$ cat config.mk
export PLATFORM = sky130hd
export DESIGN_NAME = pdm_lag_tracker
export DESIGN_NICKNAME = d
export VERILOG_FILES = /design/src/rtl/pdm_corr_pkg.sv /design/src/rtl/pdm_vote_accum.sv /design/src/rtl/pdm_lag_tracker.sv
export SDC_FILE = /design/constraint.sdc
export NUM_CORES = 1
export LEC_CHECK = 0
export CORE_ASPECT_RATIO = 1.2
export CORE_MARGIN = 10
export CORE_UTILIZATION = 57
export DETAILED_ROUTE_END_ITERATION = 16
export PLACE_DENSITY = 0.82
export SLEW_MARGIN = 20
export SYNTH_ARGS = -nofsm -noshare
export SYNTH_HDL_FRONTEND = slang
export SYNTH_SLANG_ARGS = --single-unit
$ cat constraint.sdc
create_clock -name clk -period 3.83 [get_ports clk]
set_input_delay 1.149 -clock clk [delete_from_list [all_inputs] [get_ports clk]]
set_output_delay 1.149 -clock clk [all_outputs]
set_load 0.03 [all_outputs]
$ cat src/rtl/pdm_corr_pkg.sv
// Shared types and default sizes for the PDM correlator lag tracker.
package pdm_corr_pkg;

   typedef enum logic [2:0] {
      IDLE,
      FLUSH,
      FILL,
      ACCUM,
      DECIDE
   } state_t;

   localparam int DEF_MAX_LAG  = 15;
   localparam int DEF_LAG_W    = 5;
   localparam int DEF_WIN_W    = 8;
   localparam int DEF_LOCK_CNT = 4;
   localparam int LEN_W        = 8;

endpackage

$ cat src/rtl/pdm_vote_accum.sv
// Early/late vote accumulator: signed score over a window of samples.
module pdm_vote_accum
   import pdm_corr_pkg::*;
#(
   parameter int WIN_W = DEF_WIN_W
) (
   input  logic                    clk,
   input  logic                    rst,
   input  logic                    clear,
   input  logic                    en,
   input  logic                    pos,
   input  logic                    neg,
   input  logic [WIN_W-1:0]        win_len,
   output logic signed [WIN_W:0]   score,
   output logic                    done
);

   logic [WIN_W-1:0] cnt;
   logic [WIN_W-1:0] last;

   // A zero-length window behaves as a single sample.
   assign last = (win_len == '0) ? '0 : win_len - WIN_W'(1);
   assign done = en && (cnt == last);

   always_ff @(posedge clk) begin
      if (rst || clear) begin
         cnt   <= '0;
         score <= '0;
      end else if (en) begin
         cnt <= cnt + WIN_W'(1);
         if (pos && !neg) begin
            score <= score + (WIN_W+1)'(1);
         end else if (neg && !pos) begin
            score <= score - (WIN_W+1)'(1);
         end
      end
   end

endmodule

$ cat src/rtl/pdm_lag_tracker.sv
// Closed-loop lag tracker for the PDM correlator.
// Lock detection is built only when PDM_LAG_LOCK_DETECT_EN is defined.
module pdm_lag_tracker
   import pdm_corr_pkg::*;
#(
   parameter int MAX_LAG  = DEF_MAX_LAG,
   parameter int LAG_W    = DEF_LAG_W,
   parameter int WIN_W    = DEF_WIN_W,
   parameter int LOCK_CNT = DEF_LOCK_CNT
) (
   input  logic                    clk,
   input  logic                    rst,
   input  logic                    start,
   input  logic [LEN_W-1:0]        length,
   input  logic [WIN_W-1:0]        win_len,
   input  logic                    pos,
   input  logic                    neg,
   output logic                    buf_rst,
   output logic signed [LAG_W-1:0] lag,
   output logic                    lag_valid,
   output logic                    locked,
   output logic                    busy
);

   localparam logic signed [LAG_W-1:0] LAG_HI  = LAG_W'(MAX_LAG);
   localparam logic signed [LAG_W-1:0] LAG_LO  = LAG_W'(-MAX_LAG);
   localparam logic signed [LAG_W-1:0] LAG_ONE = LAG_W'(1);

   state_t                  state;
   state_t                  state_n;
   logic [LEN_W-1:0]        len_sh;
   logic [LEN_W-1:0]        fill_cnt;
   logic [WIN_W-1:0]        win_sh;
   logic signed [WIN_W:0]   score;
   logic                    done;
   logic                    acc_en;
   logic                    up;
   logic                    dn;
   logic                    step;
   logic signed [LAG_W-1:0] lag_n;

   assign acc_en = (state == ACCUM);

   pdm_vote_accum #(
      .WIN_W (WIN_W)
   ) u_vote (
      .clk     (clk),
      .rst     (rst),
      .clear   (!acc_en),
      .en      (acc_en),
      .pos     (pos),
      .neg     (neg),
      .win_len (win_sh),
      .score   (score),
      .done    (done)
   );

   assign up    = (state == DECIDE) && !score[WIN_W] && (score != '0)
                  && (lag < LAG_HI);
   assign dn    = (state == DECIDE) && score[WIN_W] && (lag > LAG_LO);
   assign step  = up || dn;
   assign lag_n = up ? lag + LAG_ONE : (dn ? lag - LAG_ONE : lag);

   always_ff @(posedge clk) begin
      if (rst) begin
         state <= IDLE;
      end else begin
         state <= state_n;
      end
   end

   always_comb begin
      state_n = state;
      case (state)
         IDLE:    if (start) state_n = FLUSH;
         FLUSH:   state_n = FILL;
         FILL:    if (fill_cnt == len_sh) state_n = ACCUM;
         ACCUM:   if (done) state_n = DECIDE;
         DECIDE:  state_n = step ? FLUSH : ACCUM;
         default: state_n = IDLE;
      endcase
      // Dropping start aborts immediately; no decision is taken.
      if (!start) state_n = IDLE;
   end

   always_ff @(posedge clk) begin
      if (rst) begin
         len_sh    <= '0;
         win_sh    <= '0;
         fill_cnt  <= '0;
         lag       <= '0;
         lag_valid <= 1'b0;
         buf_rst   <= 1'b0;
         busy      <= 1'b0;
      end else begin
         buf_rst   <= (state_n == FLUSH);
         busy      <= (state_n != IDLE);
         lag_valid <= (state == DECIDE) && start;
         if (state == FLUSH) begin
            len_sh   <= length;
            win_sh   <= win_len;
            fill_cnt <= '0;
         end else if (state == FILL) begin
            fill_cnt <= fill_cnt + LEN_W'(1);
         end
         if ((state == DECIDE) && start) begin
            lag <= lag_n;
         end
      end
   end

`ifdef PDM_LAG_LOCK_DETECT_EN
   localparam int LK_W = $clog2(LOCK_CNT + 1);

   logic [LK_W-1:0] lock_cnt;

   always_ff @(posedge clk) begin
      if (rst || ((state != IDLE) && !start)) begin
         lock_cnt <= '0;
         locked   <= 1'b0;
      end else if (state == DECIDE) begin
         if (step) begin
            lock_cnt <= '0;
            locked   <= 1'b0;
         end else begin
            if (lock_cnt != LK_W'(LOCK_CNT)) begin
               lock_cnt <= lock_cnt + LK_W'(1);
            end
            locked <= (lock_cnt >= LK_W'(LOCK_CNT - 1));
         end
      end
   end
`else
   assign locked = 1'b0;
`endif

endmodule

==> flow_summary.json <==
{
  "cts_buffer_depth": 2,
  "reg2reg_depth": 9,
  "cp_data_required_time_ns": 4.06,
  "track_usage_pct": 14.2,
  "synth_edf_count": 0,
  "worst_r2r_endpoint": "lag[4]",
  "min_from": "len_sh[3]",
  "ctsHtreeMaxLevel": 2,
  "power_leakage_nw": 1.36,
  "clock_skew_ns": 0.00717,
  "hold_depth": 2,
  "crit_path_cell_trace": "clkdlybuf4s50_1 -> inv_1 -> ha_1 -> inv_1 -> ha_1 -> a21oi_1 -> o211ai_1 -> o41ai_1 -> xnor2_1 -> or3_1 -> a21oi_1",
  "yosys_warnings": 0,
  "dieWidth_microns": 86.5,
  "ys_seq_area_share_pct": 34.4,
  "min_delay_worst_endpoint": "len_sh[3]",
  "first_iter_violations": 101,
  "grt_pass1_wl_mm": 10.6,
  "synth.distinct_cells": 60,
  "ys_ff_latch": 52,
  "cts_hold_buffers": 0,
  "outcome": "complete, no violations",
  "vias": 2501,
  "cts_setup_buffers": 0,
  "setup_violations": 0,
  "setup.worst_path.start_class": "input port",
  "syn_nets": 402,
  "irDropWorstVdd_mv": 0.159,
  "syn-cell-area_sq_um": 3030,
  "async_flop_share_pct": 0,
  "syn_inst": 365,
  "slowest_delay_ns": 0.45,
  "yosysTopAreaCell": "dfxtp_1",
  "num-nets-final": 416,
  "area_growth_pct": 12.2,
  "slew_headroom_pct": 35.0,
  "start_util_pct": 57.9,
  "cts.repair.resized": 0,
  "regToRegSetupSlack_ns": 1.18,
  "place_congestion": 0.793,
  "first_pass_iters": 4,
  "pre_cts_slack_ns": 0.0319,
  "clk_pin_slew_ns": 0.10,
  "period_needed_ns": 3.47,
  "wire_per_inst_microns": 13.9,
  "antenna_left": 0,
  "grt_pass1_vias": 2421,
  "tns_ns": 0,
  "synth_ff_type": "dfxtp_1",
  "cts_sinks": 52,
  "drc_errors": 0,
  "maxCapViolations": 0,
  "grt_max_degree": 25,
  "rsz0062_at_grt": "no",
  "die_area_sq_um": 8640,
  "end_kind": "register",
  "synthTopCellsByArea": "dfxtp_1 34%, xor2_1 6.9%, ha_1 5.8%, nor2_1 5.7%, nand2_1 5.3%",
  "insertion_delay_ns": 0.31,
  "power.density_nw_per_um2": 321,
  "max_freq_mhz": 288,
  "numCtsBuffers": 5,
  "core_area_sq_um": 5230,
  "die_height_microns": 99.8,
  "routed_wl_mm": 6.15,
  "port_buffers": 28,
  "postSynthAreaPerCell_sq_um": 8.29,
  "reg2reg_from": "state[2]",
  "synth_top_area_share_pct": 34.4,
  "cp_max_fo": 8,
  "crit_arrival_ns": 3.70,
  "overflow": 0,
  "slew_viol_final": 0,
  "place_hpwl_mm": 4.49,
  "antenna_found_initial": 0,
  "cts_tree": "done",
  "tightest_slew_ns": 0.971,
  "worst_slack_ns": 0.359,
  "vias_per_cell": 5.66,
  "antenna_cells": 0,
  "finalHoldViolCount": 0,
  "io_pins": 30,
  "critical_path_class": "in2reg",
  "layout-drive-gt1-share_pct": 4.47,
  "std_cell_rows": 29,
  "worst_path_max_delay_cell": "clkdlybuf4s50_1",
  "hp-class": "reg2reg",
  "fin_crit_sh_pct": 90.6,
  "root_buffer": "clkbuf_8"
}
-- critical path, delay by kind of cell --
kind	cells	cell delay, ns
adders and majority gates	2	0.52
AOI/OAI and AO/OA	4	0.88
buffers and inverters	3	0.72
xor gates and xnor gates	1	0.13
and+or+nand+nor	1	0.32
-- logic make-up after synthesis --
group / Yosys count / share of synthesized area, %
AOI/OAI and AO/OA: 66 / 13.8
xor gates and xnor gates: 38 / 11.9
adders and majority gates: 16 / 7.11
buffers and inverters: 30 / 4.22
DFF: 52 / 34.4
muxes: 5 / 1.65
other: 1 / 0.124
and+or+nand+nor: 157 / 26.7
-- cell usage in the layout, fill, tap and decap left out, types with 3 or more instances in the layout --
cell type / Yosys / final
nand2b_1: 4 / 4
nor3_1: 5 / 5
and4_1: 3 / 3
nor4b_1: 5 / 5
o21ai_0: 9 / 9
clkdlybuf4s50_1: 0 / 28
dfxtp_1: 52 / 52
nand4_1: 6 / 6
a31oi_1: 3 / 3
clkbuf_8: 0 / 5
a21o_1: 4 / 4
a21oi_1: 30 / 30
ha_1: 14 / 14
and3_1: 3 / 3
o211ai_1: 4 / 4
nand2_1: 43 / 43
xor2_1: 24 / 24
nand3_1: 11 / 11
inv_1: 8 / 8
nor4_1: 6 / 6
mux2i_1: 5 / 5
nor2_1: 46 / 46
or3_1: 5 / 5
xnor2_1: 12 / 12
-- metrics by stage --
step / cell area (sq um) / cells / power [mW] / hold WS (ns) / utilization [%]
final: 3390 / 442 / 1.09 / 0.471 / 65.0
after global routing: 3390 / 442 / 1.14 / 0.500 / 65.0
after CTS: 3390 / 442 / 1.09 / 0.474 / 65.0
after detailed placement: 3300 / 434 / 0.771 / 0.461 / 63.1
after global placement: 3300 / 434 / 0.765 / 0.458 / 63.1
after floorplan: 3030 / 365 / 0.722 / 0.448 / -
-- final cells by class --
class | count | area, sq um
Fill cell | 469 | 1830
Clock buffer | 5 | 68.8
Timing Repair Buffer | 29 | 288
Multi-Input combinational cell | 283 | 1860
Tap cell | 62 | 77.6
Clock inverter | 3 | 26.3
Inverter | 8 | 30.0
Sequential cell | 52 | 1040
-- where the power goes --
part,internal (mW),switching (mW)
combinational,0.0887,0.0987
sequential,0.553,0.0188
clock,0.133,0.196
total,0.775,0.314
-- metal layers --
layer	vias up	share of wire [%]	track usage (%)
li1	1305	-	-
met1	1151	48	17.5
met2	36	47	23.7
met3	9	3.6	2.84
met4	0	1.9	5.62
met5	-	0	0
-- worst max-delay path by stage --
stage               depth (start not counted)         endpoint  from  slack, ns
global placement                           11  u_vote.score[8]   neg       0.18
detailed placement                         11  u_vote.score[8]   neg       0.03
global route                               11  u_vote.score[8]   neg       0.18
CTS                                        11  u_vote.score[8]   neg       0.36
floorplan                                  10  u_vote.score[8]   neg       0.76
finish                                     11  u_vote.score[8]   neg       0.36
-- Yosys cell counts (all sizes together), types with 3 or more instances --
cell type  instances
buf                5
a21oi             30
a21o               4
xor2              24
o21ai              9
and3               3
a31oi              3
nor4b              5
nor2              46
inv                8
nor3               6
nand3             11
nand4              6
dfxtp             52
o211ai             4
nand2b             4
nor4               7
xnor2             12
or3                5
mux2i              5
clkbuf            17
ha                14
nand2             44
nor3b              3
and4               3
-- sequential cells by signal, summed over array words and instances, names as in the netlist --
name          flops
buf_rst           1
busy              1
fill_cnt          8
lag               5
lag_valid         1
len_sh            8
state             3
u_vote.cnt        8
u_vote.score      9
win_sh            8
(Power assumes the default switching activity.)
